$ cat config.mk
export PLATFORM = sky130hd
export DESIGN_NAME = seg_scan_driver
export DESIGN_NICKNAME = d
export VERILOG_FILES = /design/src/rtl/seg_scan_driver.sv
export SDC_FILE = /design/constraint.sdc
export NUM_CORES = 1
export LEC_CHECK = 0
export ABC_AREA = 1
export CAP_MARGIN = 20
export CORE_AREA = 2 2 87 89
export DETAILED_ROUTE_END_ITERATION = 12
export DIE_AREA = 0 0 89 91
export PLACE_DENSITY_LB_ADDON = 0.25
export SYNTH_ARGS = -nofsm -noshare
export SYNTH_HDL_FRONTEND = slang
export SYNTH_SLANG_ARGS = --single-unit
$ cat constraint.sdc
create_clock -name CLK -period 6.2 [get_ports CLK]
set_clock_uncertainty 0.1 [all_clocks]
set_input_delay 1.24 -clock CLK [delete_from_list [all_inputs] [get_ports CLK]]
set_output_delay 1.24 -clock CLK [all_outputs]
set_load 0.02 [all_outputs]
$ cat src/rtl/seg_scan_driver.sv
// ---------------------------------------------------------------------------
// seg_scan_driver
//
// Multiplexed 4-digit common-anode seven-segment driver. Digits are BCD
// values taken from the upstream timekeeping counters. All four digits, the
// decimal-point requests and the leading-zero-blank flag are snapshotted once
// per frame, so a counter rollover mid-frame never produces a torn display.
// Every digit slot begins with a short guard interval with all anodes off to
// suppress ghosting between neighbouring digits.
//
// Parameters
//   SCAN_DIV      enabled clock cycles per digit slot (2..65535)
//   BLANK_CYCLES  guard cycles at the start of each slot (1..SCAN_DIV-1)
//
// Ports
//   CLK    in   rising-edge clock
//   RST    in   asynchronous active-high reset
//   EN     in   scan enable; when low, everything holds and the display is dark
//   DIN    in   [15:0] four BCD digits, DIN[3:0] = digit 0 (rightmost)
//   DP     in   [3:0]  decimal point request per digit, 1 = lit
//   LZB    in   leading-zero blanking enable
//   AN     out  [3:0]  anode select, active-low, AN[i] drives digit i
//   SEG    out  [6:0]  segments, active-low, {g,f,e,d,c,b,a}
//   DP_N   out  decimal point, active-low
//   FRAME  out  one-cycle pulse at the start of each frame (slot 0, PCNT=0)
// ---------------------------------------------------------------------------
module seg_scan_driver #(
    parameter int SCAN_DIV     = 16,
    parameter int BLANK_CYCLES = 1
) (
    input  logic        CLK,
    input  logic        RST,
    input  logic        EN,
    input  logic [15:0] DIN,
    input  logic [3:0]  DP,
    input  logic        LZB,
    output logic [3:0]  AN,
    output logic [6:0]  SEG,
    output logic        DP_N,
    output logic        FRAME
);

    localparam int PW = (SCAN_DIV > 1) ? $clog2(SCAN_DIV) : 1;
    localparam logic [PW-1:0] PCNT_LAST = PW'(SCAN_DIV - 1);
    localparam logic [PW-1:0] GUARD_END = PW'(BLANK_CYCLES);

    // Active-low gfedcba patterns; codes 10..15 show a dash.
    function automatic logic [6:0] bcd_to_seg(input logic [3:0] d);
        logic [6:0] s;
        case (d)
            4'd0:    s = 7'b1000000;
            4'd1:    s = 7'b1111001;
            4'd2:    s = 7'b0100100;
            4'd3:    s = 7'b0110000;
            4'd4:    s = 7'b0011001;
            4'd5:    s = 7'b0010010;
            4'd6:    s = 7'b0000010;
            4'd7:    s = 7'b1111000;
            4'd8:    s = 7'b0000000;
            4'd9:    s = 7'b0010000;
            default: s = 7'b0111111;
        endcase
        return s;
    endfunction

    // State
    logic [PW-1:0] pcnt_reg,  pcnt_next;
    logic [1:0]    idx_reg,   idx_next;
    logic [15:0]   s_din_reg, s_din_next;
    logic [3:0]    s_dp_reg,  s_dp_next;
    logic          s_lzb_reg, s_lzb_next;

    // Registered outputs
    logic [3:0]    an_reg,    an_next;
    logic [6:0]    seg_reg,   seg_next;
    logic          dp_n_reg,  dp_n_next;
    logic          frame_reg, frame_next;

    logic          slot_wrap;
    logic          snapshot;

    // Per-digit views of the next-state shadow contents
    logic [3:0]    digit [4];
    logic [3:0]    lz_blank;

    // -----------------------------------------------------------------------
    // Scan counters and frame snapshot
    // -----------------------------------------------------------------------
    always_comb begin
        pcnt_next  = pcnt_reg;
        idx_next   = idx_reg;
        s_din_next = s_din_reg;
        s_dp_next  = s_dp_reg;
        s_lzb_next = s_lzb_reg;
        slot_wrap  = 1'b0;
        snapshot   = 1'b0;

        if (EN) begin
            slot_wrap = (pcnt_reg == PCNT_LAST);
            pcnt_next = slot_wrap ? '0 : pcnt_reg + 1'b1;
            if (slot_wrap) begin
                idx_next = idx_reg + 2'd1;
            end
            // The 3->0 digit wrap is the frame boundary: latch a coherent
            // copy of every input used for display in the coming frame.
            snapshot = slot_wrap && (idx_reg == 2'd3);
            if (snapshot) begin
                s_din_next = DIN;
                s_dp_next  = DP;
                s_lzb_next = LZB;
            end
        end
    end

    // -----------------------------------------------------------------------
    // Leading-zero detection: digit gi (gi >= 1) is blanked when it and every
    // digit above it are zero. Digit 0 always shows.
    // -----------------------------------------------------------------------
    generate
        for (genvar gi = 0; gi < 4; gi++) begin : g_digit
            assign digit[gi] = s_din_next[4*gi +: 4];
            if (gi == 0) begin : g_lsd
                assign lz_blank[gi] = 1'b0;
            end else begin : g_upper
                assign lz_blank[gi] = s_lzb_next && (s_din_next[15:4*gi] == '0);
            end
        end
    endgenerate

    // -----------------------------------------------------------------------
    // Output decode from next-state values, so the registered outputs line up
    // with the counters and shadows that will be current after this edge.
    // -----------------------------------------------------------------------
    always_comb begin
        an_next    = 4'b1111;
        seg_next   = 7'b1111111;
        dp_n_next  = 1'b1;
        frame_next = EN && snapshot;

        if (EN && (pcnt_next >= GUARD_END) && !lz_blank[idx_next]) begin
            an_next   = ~(4'b0001 << idx_next);
            seg_next  = bcd_to_seg(digit[idx_next]);
            dp_n_next = ~s_dp_next[idx_next];
        end
    end

    always_ff @(posedge CLK or posedge RST) begin
        if (RST) begin
            pcnt_reg  <= '0;
            idx_reg   <= 2'd0;
            s_din_reg <= 16'h0000;
            s_dp_reg  <= 4'b0000;
            s_lzb_reg <= 1'b0;
            an_reg    <= 4'b1111;
            seg_reg   <= 7'b1111111;
            dp_n_reg  <= 1'b1;
            frame_reg <= 1'b0;
        end else begin
            pcnt_reg  <= pcnt_next;
            idx_reg   <= idx_next;
            s_din_reg <= s_din_next;
            s_dp_reg  <= s_dp_next;
            s_lzb_reg <= s_lzb_next;
            an_reg    <= an_next;
            seg_reg   <= seg_next;
            dp_n_reg  <= dp_n_next;
            frame_reg <= frame_next;
        end
    end

    assign AN    = an_reg;
    assign SEG   = seg_reg;
    assign DP_N  = dp_n_reg;
    assign FRAME = frame_reg;

endmodule

## After elaboration in Yosys (flattened, before gate mapping)

Memories as Yosys holds them, arrays and structs flattened.
Cells that the tools add are included.

- Logic and storage cells: 53
- Output and inout port bits: 13
- Memories kept: 1
- Memory bits (read-only): 112
- Flip-flop bits (word level): 40

Memories:

| memory | depth | width | read ports | clocked after Yosys merged registers in | write ports | RTL line | RTL |
|---|---|---|---|---|---|---|---|
| (no name shown) | 16 | 7 | 1 | 0 | 0 | 50 | `case (d)` |

- Bitwise logic cells: 3
- Shifts and indexed selects: 1
- Magnitude comparators: 3
- Eq/ne operators: 2
- Mux-type cells: 21
- Add/subtract/negate cells: 2
- Reductions and logical operators: 11

Operator list:

| kind | count |
|---|---|
| 16-bit two-way mux | 2 |
| 4-bit two-way mux | 7 |
| 12-bit logical NOT | 1 |
| 4-bit binary-select mux with 2-bit select | 1 |
| 8-bit logical NOT | 1 |
| 1-bit logical AND | 7 |
| 7-bit two-way mux | 1 |
| 1-bit two-way mux | 6 |
| 4-bit by 1-bit adder with 4-bit output, second input constant | 1 |
| 1-bit binary-select mux with 2-bit select | 2 |
| 4-bit equality test, second input constant | 1 |
| 4-bit by 1-bit >= comparator with 1-bit output, second input constant | 1 |
| 4-bit logical NOT | 1 |
| 2-bit two-way mux | 2 |
| 4-bit NOT | 1 |
| 1-bit by 2-bit << shifter with 4-bit output, first input constant | 1 |
| 3-bit >= comparator, second input constant | 1 |
| 2-bit by 3-bit less-than comparator with 1-bit output, second input constant | 1 |
| 2-bit NOT with 3-bit output | 1 |
| 2-bit by 1-bit adder with 2-bit output, second input constant | 1 |
| 2-bit equality test, second input constant | 1 |
| 1-bit logical NOT | 1 |
| 1-bit NOT | 1 |

## Depth between registers and ports, before layout

- Word-level depth: 11
- Depth in mapped cells: 18

## Least setup slack after synthesis

Ideal clock, no wire load.

- Path kind: input -> register
- From: input port EN
- To: register seg_reg[0] (netlist: SEG[0])
- Path buffers: 1
- Setup slack: 3.297 ns
- Library setup time: 0.083 ns
- Stages on the path: 14
- Arrival: 2.720 ns
- Cells stage by stage: nand2_2 nor2_4 buf_6 nand2_1 nand2_4 nor2_1 nand2_1 nand2_1 nor2_1 inv_1 ha_1 nand3b_1 nand3_1 nand3_1

RTL lines:

| element | RTL line | RTL |
|---|---|---|
| start: declaration | 33 | `input logic EN,` |
| 2-bit two-way mux (*) | 98 | `if (EN) begin` |
| named net idx_next[1] | 68 | `logic [1:0] idx_reg, idx_next;` |
| 2-bit NOT with 3-bit output (implied by the code) | 142 | `seg_next = bcd_to_seg(digit[idx_next]);` |
| 4-bit binary-select mux with 2-bit select | 142 |  |
| 4-bit two-way mux (implied by the code) (2 in series) | 142 |  |
| memory 16 x 7 bit | n/a |  |
| 7-bit two-way mux (*) | 140 | `if (EN && (pcnt_next >= GUARD_END) && !lz_blank[idx_next]) begin` |
| named net seg_next[0] | 75 | `logic [6:0] seg_reg, seg_next;` |
| end signal: assignment | 165 | `seg_reg <= seg_next;` |
| end: declaration | 75 |  |

Mark *: on every way through the listed nets, which the timed path passes. The rest lies on a longest branch. The select of a mux whose other input is x is not followed.

## Final worst setup path

- From: input port EN
- To: register seg_reg[3] (netlist: SEG[3])

- Cells in the longest elaborated chain, start to end: 8

Ends and longest elaborated chain:

| element | RTL line | RTL |
|---|---|---|
| 16-bit two-way mux (*) | 98 |  |
| named net s_din_next[12] | 69 | `logic [15:0] s_din_reg, s_din_next;` |
| branches (longest 6 deep; another with memory 16 x 7 bit) | n/a |  |
| 7-bit two-way mux (*) | 140 |  |
| named net seg_next[3] | 75 |  |

Mark *: on every way through the listed nets, which the timed path passes. The select of a mux whose other input is x is not followed.

==> impl.org <==
** STA
- Final total negative setup slack :: 0 ns
- The number of endpoints with negative hold slack in the final report is 0.
- Post-route setup slack :: 2.26 ns
- Setup repair after global routing left no endpoint under its margin.
- Of the available clock period, the critical path in the final layout requires 0.636.
- For this run, the top clock speed supported by timing is 254 MHz.
- Setup violations remaining at the end of the flow were counted as 0.
- Counting I/O delays and the setup requirement, the final critical path takes 3.94 ns.
- Slew margin rel. :: 0.663
- The number of pins exceeding their max-slew limit in the final report is 0.
- Least-Margin Pin Slew :: 0.506 ns

** Global routing
- The number of antenna violations at the first check in global routing is 0.
- Overflow left after global routing :: 0
- Pin count of the biggest net entering global routing :: 41
- The first global-routing pass estimated 7980 um of wire.
- Overall Global Routing Usage :: 0.127
- The via count of the first global-routing pass is 1693.

** Pwr
- Power per unit of standard cell area :: 316 mW/mm^2
- The share of total power dissipated in sequential elements is 0.422.
- Leak :: 0.00135 uW
- Logic pwr share :: 0.349
- P_int :: 531 uW
- The worst-case IR drop observed on VDD is 0.0000953 V.
- Of the total power, the share spent switching nets is 0.353.
- The analysis attributes to net switching a power of 290 uW.
- The share of total power dissipated in the clock network is 0.228.

** Floorplan
- Pin placement for this block handled 37 I/O pins.
- The floorplan step set the die height to 91 um.
- The region available for standard cell placement spans 0.00714 sq mm.
- The floorplan step defined a die boundary enclosing 0.00810 sq mm.
- Std-Cell Rows :: 31
- Starting Density :: 0.291
- Die width :: 89 um

** Synthesis
- Synth Area per Inst :: 8.03 sq um
- Dominant cell type by area after synthesis :: sky130_fd_sc_hd__dfrtp_1
- After synthesis the cells add up to 0.00208 sq mm.
- The share of the Yosys chip area taken by registers is 0.489.
- Post-synthesis sequential element count :: 40
- Number of instances in the synthesized netlist :: 259
- Of the post-synthesis cell area, the dominant cell type holds 0.337.
- The number of nets handed over by synthesis was 290.
- Ranked by total cell area, the synthesized netlist is headed by sky130_fd_sc_hd__dfrtp_1, sky130_fd_sc_hd__nand2_1, sky130_fd_sc_hd__dfstp_2, sky130_fd_sc_hd__nand3_1, sky130_fd_sc_hd__ha_1.
- Yosys mapped the design onto 27 distinct sky130hd cell types.
- The Yosys step of the flow raised 0 warnings.

** Critical path
- Type of the worst setup path :: in2reg
- Endpoint arrival time on the critical path :: 4.05 ns
- Slowest Stage Delay on Critical Path :: 0.55 ns
- Worst-case register-to-register setup slack :: 3.22 ns
- The worst setup path is launched from an input pin.
- Nature of the critical path endpoint :: flop
- The endpoint identified for the worst register-to-register timing path is SEG[3].
- Critical Path Fanout Max :: 24
- The kind of cell with the highest combined delay along the critical path is simple AND/OR/NAND/NOR gates.
- Max stage delay cell, worst path :: sky130_fd_sc_hd__clkdlybuf4s50_1
- Combined buffer and inverter count along the critical path :: 2
- The signal on the critical path passes through clkdlybuf4s50_1 -> nand2_2 -> nor2_4 -> nand2_2 -> nand2_1 -> nand2_2 -> nand3_1 -> nand2_1 -> nor2_1 -> inv_1 -> ha_1 -> nand3b_1 -> nand3_1 -> nand3_1.
- Reg-to-reg critical path startpoint :: pcnt_reg[1]
- For the worst setup path, the data required time is 6.31 ns.
- The worst register-to-register path has a depth of 14.

** Worst hold path
- Number of cells on the worst hold path :: 2
- The tightest min-delay check is of the reg2reg type.
- Endpoint of the worst hold-timing path :: s_dp_reg[0]
- Worst Min Path Start :: s_dp_reg[0]

** Clock tree
- At the later pin of the worst-skew pair, clock insertion delay measures 0.29 ns.
- Clk sink count :: 40
- Once the clock tree was built, the setup fixing pass inserted 0 buffers.
- Clock tree synthesis inserted a total of 5 buffers.
- In this run, post-CTS repair resized a total of 0 instances.
- TritonCTS clock tree :: yes
- Clock transition at the registers of the reported paths :: 0.08 ns
- Maximum number of buffers from clock root to sink :: 2
- Buffer cell driving the clock tree root :: sky130_fd_sc_hd__clkbuf_8
- H-tree lvl count :: 2
- Hold repair after CTS inserted 0 buffers.

** Final layout
- The area growth from synthesis to layout is 25.0%.
- Layout net count :: 327
- Final std cells w/o fill :: 396
- In the final layout, the share of cells above drive strength 1 is 0.138.
- Antenna diode count :: 0
- Flip-flop count of the largest register after layout :: 16

** Run status
- Run status :: finished clean

** Route
- Number of iterations in the first detailed-routing pass :: 4
- After detailed routing, the number of remaining DRC violations is 0.
- DR iter-0 viols :: 65
- The routed layout has 1698 vias.
- In the routed layout, each cell is associated on average with a via count of 4.29.
- After detailed routing, the average wire length per cell comes to 11.6 um.
- Wire length after detailed routing :: 4580 um
- Antenna Violating Nets Remaining :: 0

** Place
- Number of instances in the placed design :: 388
- Place WS :: 1.92 ns
- Detailed placement finished with a half-perimeter wire length of 3380 um.
- GP Congestion :: 0.803
- Number of port buffers :: 36

** Flow run
- Total of max-cap violations :: 0
area by class of cell:
type	count	area, sq um
clock buffers	8	100
inverters	27	101
flip-flops and latches	40	1020
multi-input cells	185	890
well taps	99	124
repair buffers	37	368
fillers	764	4540
cells in the final DEF (no fill, tap or decap), drive strengths merged:
master         instances
buf                    1
xor2                   1
clkdlybuf4s50         36
nor2                  15
a22oi                  1
ha                     7
dfstp                 12
o211ai                 1
clkbuf                 8
inv                   26
nand4                  1
clkinv                 1
or2                    1
nand2                114
o21ai                  5
nor3                   2
a21oi                  1
a31o                   1
nand3b                 2
nand3                 33
dfrtp                 28
power by group through the flow:
stage / sequential [uW] / combinational, uW / clock [uW]
3_3_place_gp: 351 / 291 / 0
3_5_place_dp: 353 / 290 / 0
2_1_floorplan: 375 / 179 / 0
5_1_grt: 353 / 326 / 204
4_1_cts: 348 / 292 / 195
6_report: 347 / 287 / 188
logic make-up after synthesis:
logic type                 Yosys count  synth area share
and+or+nand+nor                    168             0.352
DFF                                 40             0.489
buffers and inverters               34            0.0836
AOI/OAI and AO/OA                    9            0.0295
adders and majority gates            7            0.0421
xor gates and xnor gates             1           0.00421
Yosys cell counts:
cell type	instances
sky130_fd_sc_hd__dfstp_2	12
sky130_fd_sc_hd__nand2_2	7
sky130_fd_sc_hd__inv_1	21
sky130_fd_sc_hd__nand4_1	1
sky130_fd_sc_hd__ha_1	7
sky130_fd_sc_hd__o21ai_2	2
sky130_fd_sc_hd__clkinv_1	1
sky130_fd_sc_hd__buf_6	6
sky130_fd_sc_hd__nor2_1	11
sky130_fd_sc_hd__nand3_1	33
sky130_fd_sc_hd__nor3_1	2
sky130_fd_sc_hd__o21ai_1	1
sky130_fd_sc_hd__or2_2	1
sky130_fd_sc_hd__buf_2	1
sky130_fd_sc_hd__a21oi_1	1
sky130_fd_sc_hd__nand3b_1	2
sky130_fd_sc_hd__dfrtp_1	28
sky130_fd_sc_hd__nand2_1	106
sky130_fd_sc_hd__nand2_4	1
sky130_fd_sc_hd__nor2_2	2
sky130_fd_sc_hd__o211ai_1	1
sky130_fd_sc_hd__a31o_2	1
sky130_fd_sc_hd__nor2_4	2
sky130_fd_sc_hd__a22oi_1	1
sky130_fd_sc_hd__inv_2	5
sky130_fd_sc_hd__o21ai_0	2
sky130_fd_sc_hd__xor2_1	1
worst min-delay path, stage by stage (launching register included):
cell and delay, ns:
sky130_fd_sc_hd__dfrtp_1 0.32, sky130_fd_sc_hd__nand2_1 0.05, sky130_fd_sc_hd__nand2_1 0.08
per-stage QoR:
step	utilization	power [uW]	hold WS, ns	cell area [sq um]
final	0.364	821	0.384	2600
after floorplan	-	554	0.345	2080
after global placement	0.350	643	0.360	2500
after global routing	0.364	883	0.410	2600
after CTS	0.364	835	0.387	2600
after detailed placement	0.350	642	0.365	2500
metal layers:
layer	up-vias	track usage	routed length (um)
li1	874	-	-
met1	792	0.155	2060
met2	27	0.212	2280
met3	5	0.0300	156
met4	0	0.0485	79
met5	-	0	0
how the worst max path moves through the flow:
stage	from	to	depth (start not counted)	slack [ns]
3_3_place_gp	EN	SEG[3]	14	2.07
5_1_grt	EN	SEG[3]	14	1.92
3_5_place_dp	EN	SEG[0]	14	1.92
6_report	EN	SEG[3]	14	2.26
2_1_floorplan	EN	SEG[0]	14	3.30
4_1_cts	EN	SEG[0]	14	2.23
Note: power is estimated with default switching activity, not from simulation.
==> patch 1: new RTL, same settings <==
Remove the register `an_reg`: a continuous assignment takes its place, so the output `AN` follows one clock earlier.
--- a/src/rtl/seg_scan_driver.sv
+++ b/src/rtl/seg_scan_driver.sv
@@ -151,7 +151,6 @@
             s_din_reg <= 16'h0000;
             s_dp_reg  <= 4'b0000;
             s_lzb_reg <= 1'b0;
-            an_reg    <= 4'b1111;
             seg_reg   <= 7'b1111111;
             dp_n_reg  <= 1'b1;
             frame_reg <= 1'b0;
@@ -161,12 +160,13 @@
             s_din_reg <= s_din_next;
             s_dp_reg  <= s_dp_next;
             s_lzb_reg <= s_lzb_next;
-            an_reg    <= an_next;
             seg_reg   <= seg_next;
             dp_n_reg  <= dp_n_next;
             frame_reg <= frame_next;
         end
     end
+
+    assign an_reg = an_next;
 
     assign AN    = an_reg;
     assign SEG   = seg_reg;
Check against the original RTL: not equivalent (Yosys sat finds a counterexample within 4 cycles, from zero or initial values and one cycle with RST high).
==> patch 1 against the original RTL <==
Cell area shrank 4.1%. Sequential cell count shrank 4. Combinational power is essentially flat. Non-clock buffer count grew 1. Worst setup slack lost 1.2 ns. Sequential power shrank 11%. Core utilization shrank 1.5 points. Die area is the same. Total power shrank 6.6%. Critical path depth is the same. Wire length shrank 0.28%. Synthesized area shrank 5.1%. Largest power group unchanged. Highest routed layer unchanged.
==> patch 1: results (changes against the original RTL) <==
Status - complete, no violations
Grt met3 use - 3.273% (+0.27 points)
N_diodes - 0 (unchanged)
Post-synthesis average cell area - 7.743 sq um (-3.6%)
Register-to-Register Path Depth - 13 (-1)
GPL Wtd Cong - 0.8786 (+9.4%)
Initial DRC count - 72 (+11%)
Share of cells above drive strength 1 - 12.59% (-1.2 points)
Reg2reg setup slack - 3.15 ns (-0.07 ns)
Syn nets - 286 (-1.4%)
Synth cell types - 27 (unchanged)
Min-delay src - s_dp_reg[0]
Initial antenna violation count - 0 (unchanged)
CTS clk-pin slew, worst paths - 0.07 ns
Post-cts sizing count - 0 (unchanged)
R2r startpoint - idx_reg[0]
Placed Instances - 385 (-0.77%)
Nets - 324 (-0.92%)
Hold Slack - 0.3835 ns (-0.0002310 ns)
Tot GR Track Use - 12.48% (-0.18 points)
Synth Flop Type - dfrtp_1
Post-synth top cells - nand2_1 (106), nand3_1 (33), dfrtp_1 (28)
Largest net degree at the start of global routing - 37 (-9.8%)
Min-Delay Endpoint - s_dp_reg[0]
DR vias/cell - 4.173 (-2.7%)
Vias in the first global route - 1,653 (-2.4%)
Clk Latency, worst-skew pair - 0.28 ns
Detailed-router iteration count before antenna repair - 4 (unchanged)
Max-slew headroom - 65.88% (-0.38 points)
Met2 Track Usage GR - 18.53% (-2.7 points)
FF-to-FF End - SEG[0]
Dpl hpwl - 3402 um (+0.67%)
Worst Hold Depth - 2 (unchanged)
First-pass GRT wire length - 7790 um (-2.4%)
Detail Route met3 WL - 228 um (+46%)
Placed cell area - 0.002401 sq mm (-3.9%)
Leakage - 1.307 nW (-3.2%)
Htree depth - 2 (unchanged)
WL final - 4564 um (-0.28%)
Yosys Warn Count - 0 (unchanged)
Max incr delay on CP - 0.60 ns (+0.05 ns)
Class of the worst hold path - reg -> reg
Max FFs per register - 16 (unchanged)
Port buffer count - 36 (unchanged)
Clk buf depth - 2 (unchanged)
Post-synthesis sequential area ratio - 46.13% (-2.7 points)
Cell family with most CP delay - simple AND/OR/NAND/NOR gates
VDD IR-drop max - 84.66 uV (-11%)
Met1 GRT Util - 16.92% (+1.4 points)
Met2 routed WL - 2040 um (-10%)
Top cells by area, synth - dfrtp_1 (35%), nand2_1 (20%), dfstp_2 (11%)
TritonCTS Buffers - 5 (unchanged)
Wl on met1 - 2238 um (+8.5%)
FFs w/ async S/R, synth - 100.0% (unchanged)
Routed vias - 1,640 (-3.4%)
patch 1: cell types whose count changed after synthesis:
| cell | unedited run | this run |
|---|---|---|
| dfstp_2 | 12 | 8 |
patch 1: logic make-up (layout without fill, tap and decap cells):
| group | after synthesis | count (layout) | synth area share [%] |
|---|---|---|---|
| xor+xnor | 1 | 1 | 0.4437 |
| flops | 36 | 36 | 46.13 |
| fa+ha+maj | 7 | 7 | 4.436 |
| simple gates | 168 | 168 | 37.07 |
| buf+inv | 34 | 73 | 8.808 |
| compound gates | 9 | 9 | 3.105 |
patch 1: worst max-delay path by stage:
| stage | start | endpoint | slack [ns] | cells past startpoint |
|---|---|---|---|---|
| 2_1_floorplan | EN | AN[0] | 2.41 | 14 |
| 5_1_grt | EN | AN[1] | 0.76 | 14 |
| 3_3_place_gp | EN | AN[0] | 1.09 | 14 |
| 4_1_cts | EN | AN[0] | 1.07 | 14 |
| 3_5_place_dp | EN | AN[0] | 1.07 | 14 |
| 6_report | EN | AN[0] | 1.08 | 14 |
patch 1: area by class of cell:
cell class	count	area [sq um]
clock buffers	8	90.09
fillers	750	4646
inverters	27	101.3
multi-input cells	185	889.6
flip-flops and latches	36	910.9
well taps	99	123.9
repair buffers	38	375.4
patch 1: stage by stage:
step                      setup slack, ns  utilization [%]   power, W
after floorplan                     2.410                -  0.0005149
after global placement              1.090            33.64  0.0006017
after detailed placement            1.073            33.64  0.0006030
after CTS                           1.072            34.91  0.0007781
after global routing               0.7595            34.91  0.0008252
final                               1.081            34.91  0.0007669
patch 1: tightest hold or removal path: cells and delay by family, from the launching register on:
family        cells  cell delay [ns]
simple gates      2             0.13
flops             1             0.32
patch 1: report_power, final:
part	internal (W)	switching (W)
Combinational	0.000109	0.000180
Clock	0.0000906	0.0000795
Sequential	0.000285	0.0000229
Total	0.000485	0.000282
==> patch 2: new RTL, same settings <==
Made on the original files. Set the parameter `SCAN_DIV` to 32 (it was 16).
--- a/src/rtl/seg_scan_driver.sv
+++ b/src/rtl/seg_scan_driver.sv
@@ -25,7 +25,7 @@
 //   FRAME  out  one-cycle pulse at the start of each frame (slot 0, PCNT=0)
 // ---------------------------------------------------------------------------
 module seg_scan_driver #(
-    parameter int SCAN_DIV     = 16,
+    parameter int SCAN_DIV     = 32,
     parameter int BLANK_CYCLES = 1
 ) (
     input  logic        CLK,
Function: same outputs for any inputs over 10 cycles, from zero or initial values and one cycle with RST high; that may be too few to reach the edited logic, so the function may still have changed.
==> patch 2 against the original RTL <==
Non-clock buffer count is the same. Cell area grew 10%. Total power grew 12%. Global-route usage grew 0.57 points. Core utilization grew 3.6 points. Sequential share of layout area shrank 2.7 points. Worst setup slack lost 0.23 ns. Wire length grew 4.1%. Synthesized area grew 12%. Sequential cell count grew 1. First-iteration DRC count grew 32%. Critical endpoint unchanged. Largest cell class is now multi-input gates. Largest power group unchanged.
==> patch 2: results (changes against the original RTL) <==
Status - complete, no violations
Met2 Track Usage GR - 19.34% (-1.9 points)
Wl on met1 - 2337 um (+13%)
Largest net degree at the start of global routing - 42 (+2.4%)
Fill cell count - 760 (-0.52%)
Syn nets - 318 (+9.7%)
Synth Area in Compound Gates - 4.198% (+1.2 points)
Crit Path Max Fanout - 30 (+25%)
Post-synthesis average cell area - 8.128 sq um (+1.2%)
Vias in the first global route - 1,738 (+2.7%)
Min Tclk post-route - 4.171 ns (+0.2306 ns)
VDD IR-drop max - 80.77 uV (-15%)
Reg2reg setup slack - 2.71 ns (-0.51 ns)
Post-synth top cells - nand2_1 (103), inv_1 (34), dfrtp_1 (29)
Met1 GRT Util - 18.89% (+3.4 points)
Synth cell types - 24 (-11%)
Xor and xnor area share after synthesis - 0% (-0.42 points)
Synth Area in Adders - 4.306% (+0.094 points)
Share of cells above drive strength 1 - 19.50% (+5.7 points)
Post-synthesis sequential area ratio - 44.78% (-4.1 points)
GPL Wtd Cong - 0.8745 (+8.9%)
NetSw - 0.0003189 W (+9.9%)
Placed Instances - 414 (+6.7%)
Average wire per cell in the routed design - 11.29 um (-2.3%)
Hold Slack - 0.3819 ns (-0.001901 ns)
Top cells by area, synth - dfrtp_1 (31%), nand2_1 (17%), dfstp_2 (14%)
Grt met3 use - 3.455% (+0.45 points)
WL final - 4764 um (+4.1%)
Register-to-Register Path Depth - 15 (+1)
Placed cell area - 0.002738 sq mm (+9.6%)
-- patch 2: cell count changes after synthesis, moves of 8 or more --
cell,change
nand3_1,-19
o21ai_1,+8
nand3_2,+8
inv_1,+13
-- patch 2: final cells by class --
type / instances / area, sq um / area share (%)
repair buffers: 37 / 367.9 / 12.87
clock inverters: 2 / 37.54 / 1.313
inverters: 37 / 138.9 / 4.860
well taps: 99 / 123.9 / 4.335
clock buffers: 6 / 82.58 / 2.890
flip-flops and latches: 41 / 1041 / 36.43
multi-input cells: 200 / 1066 / 37.30
-- patch 2: power groups by stage --
stage | combinational, W | sequential [W] | clock [W]
after floorplan | 0.000195 | 0.000398 | 0
after global placement | 0.000338 | 0.000360 | 0
after detailed placement | 0.000340 | 0.000362 | 0
after CTS | 0.000341 | 0.000357 | 0.000236
after global routing | 0.000376 | 0.000362 | 0.000246
final | 0.000335 | 0.000356 | 0.000230
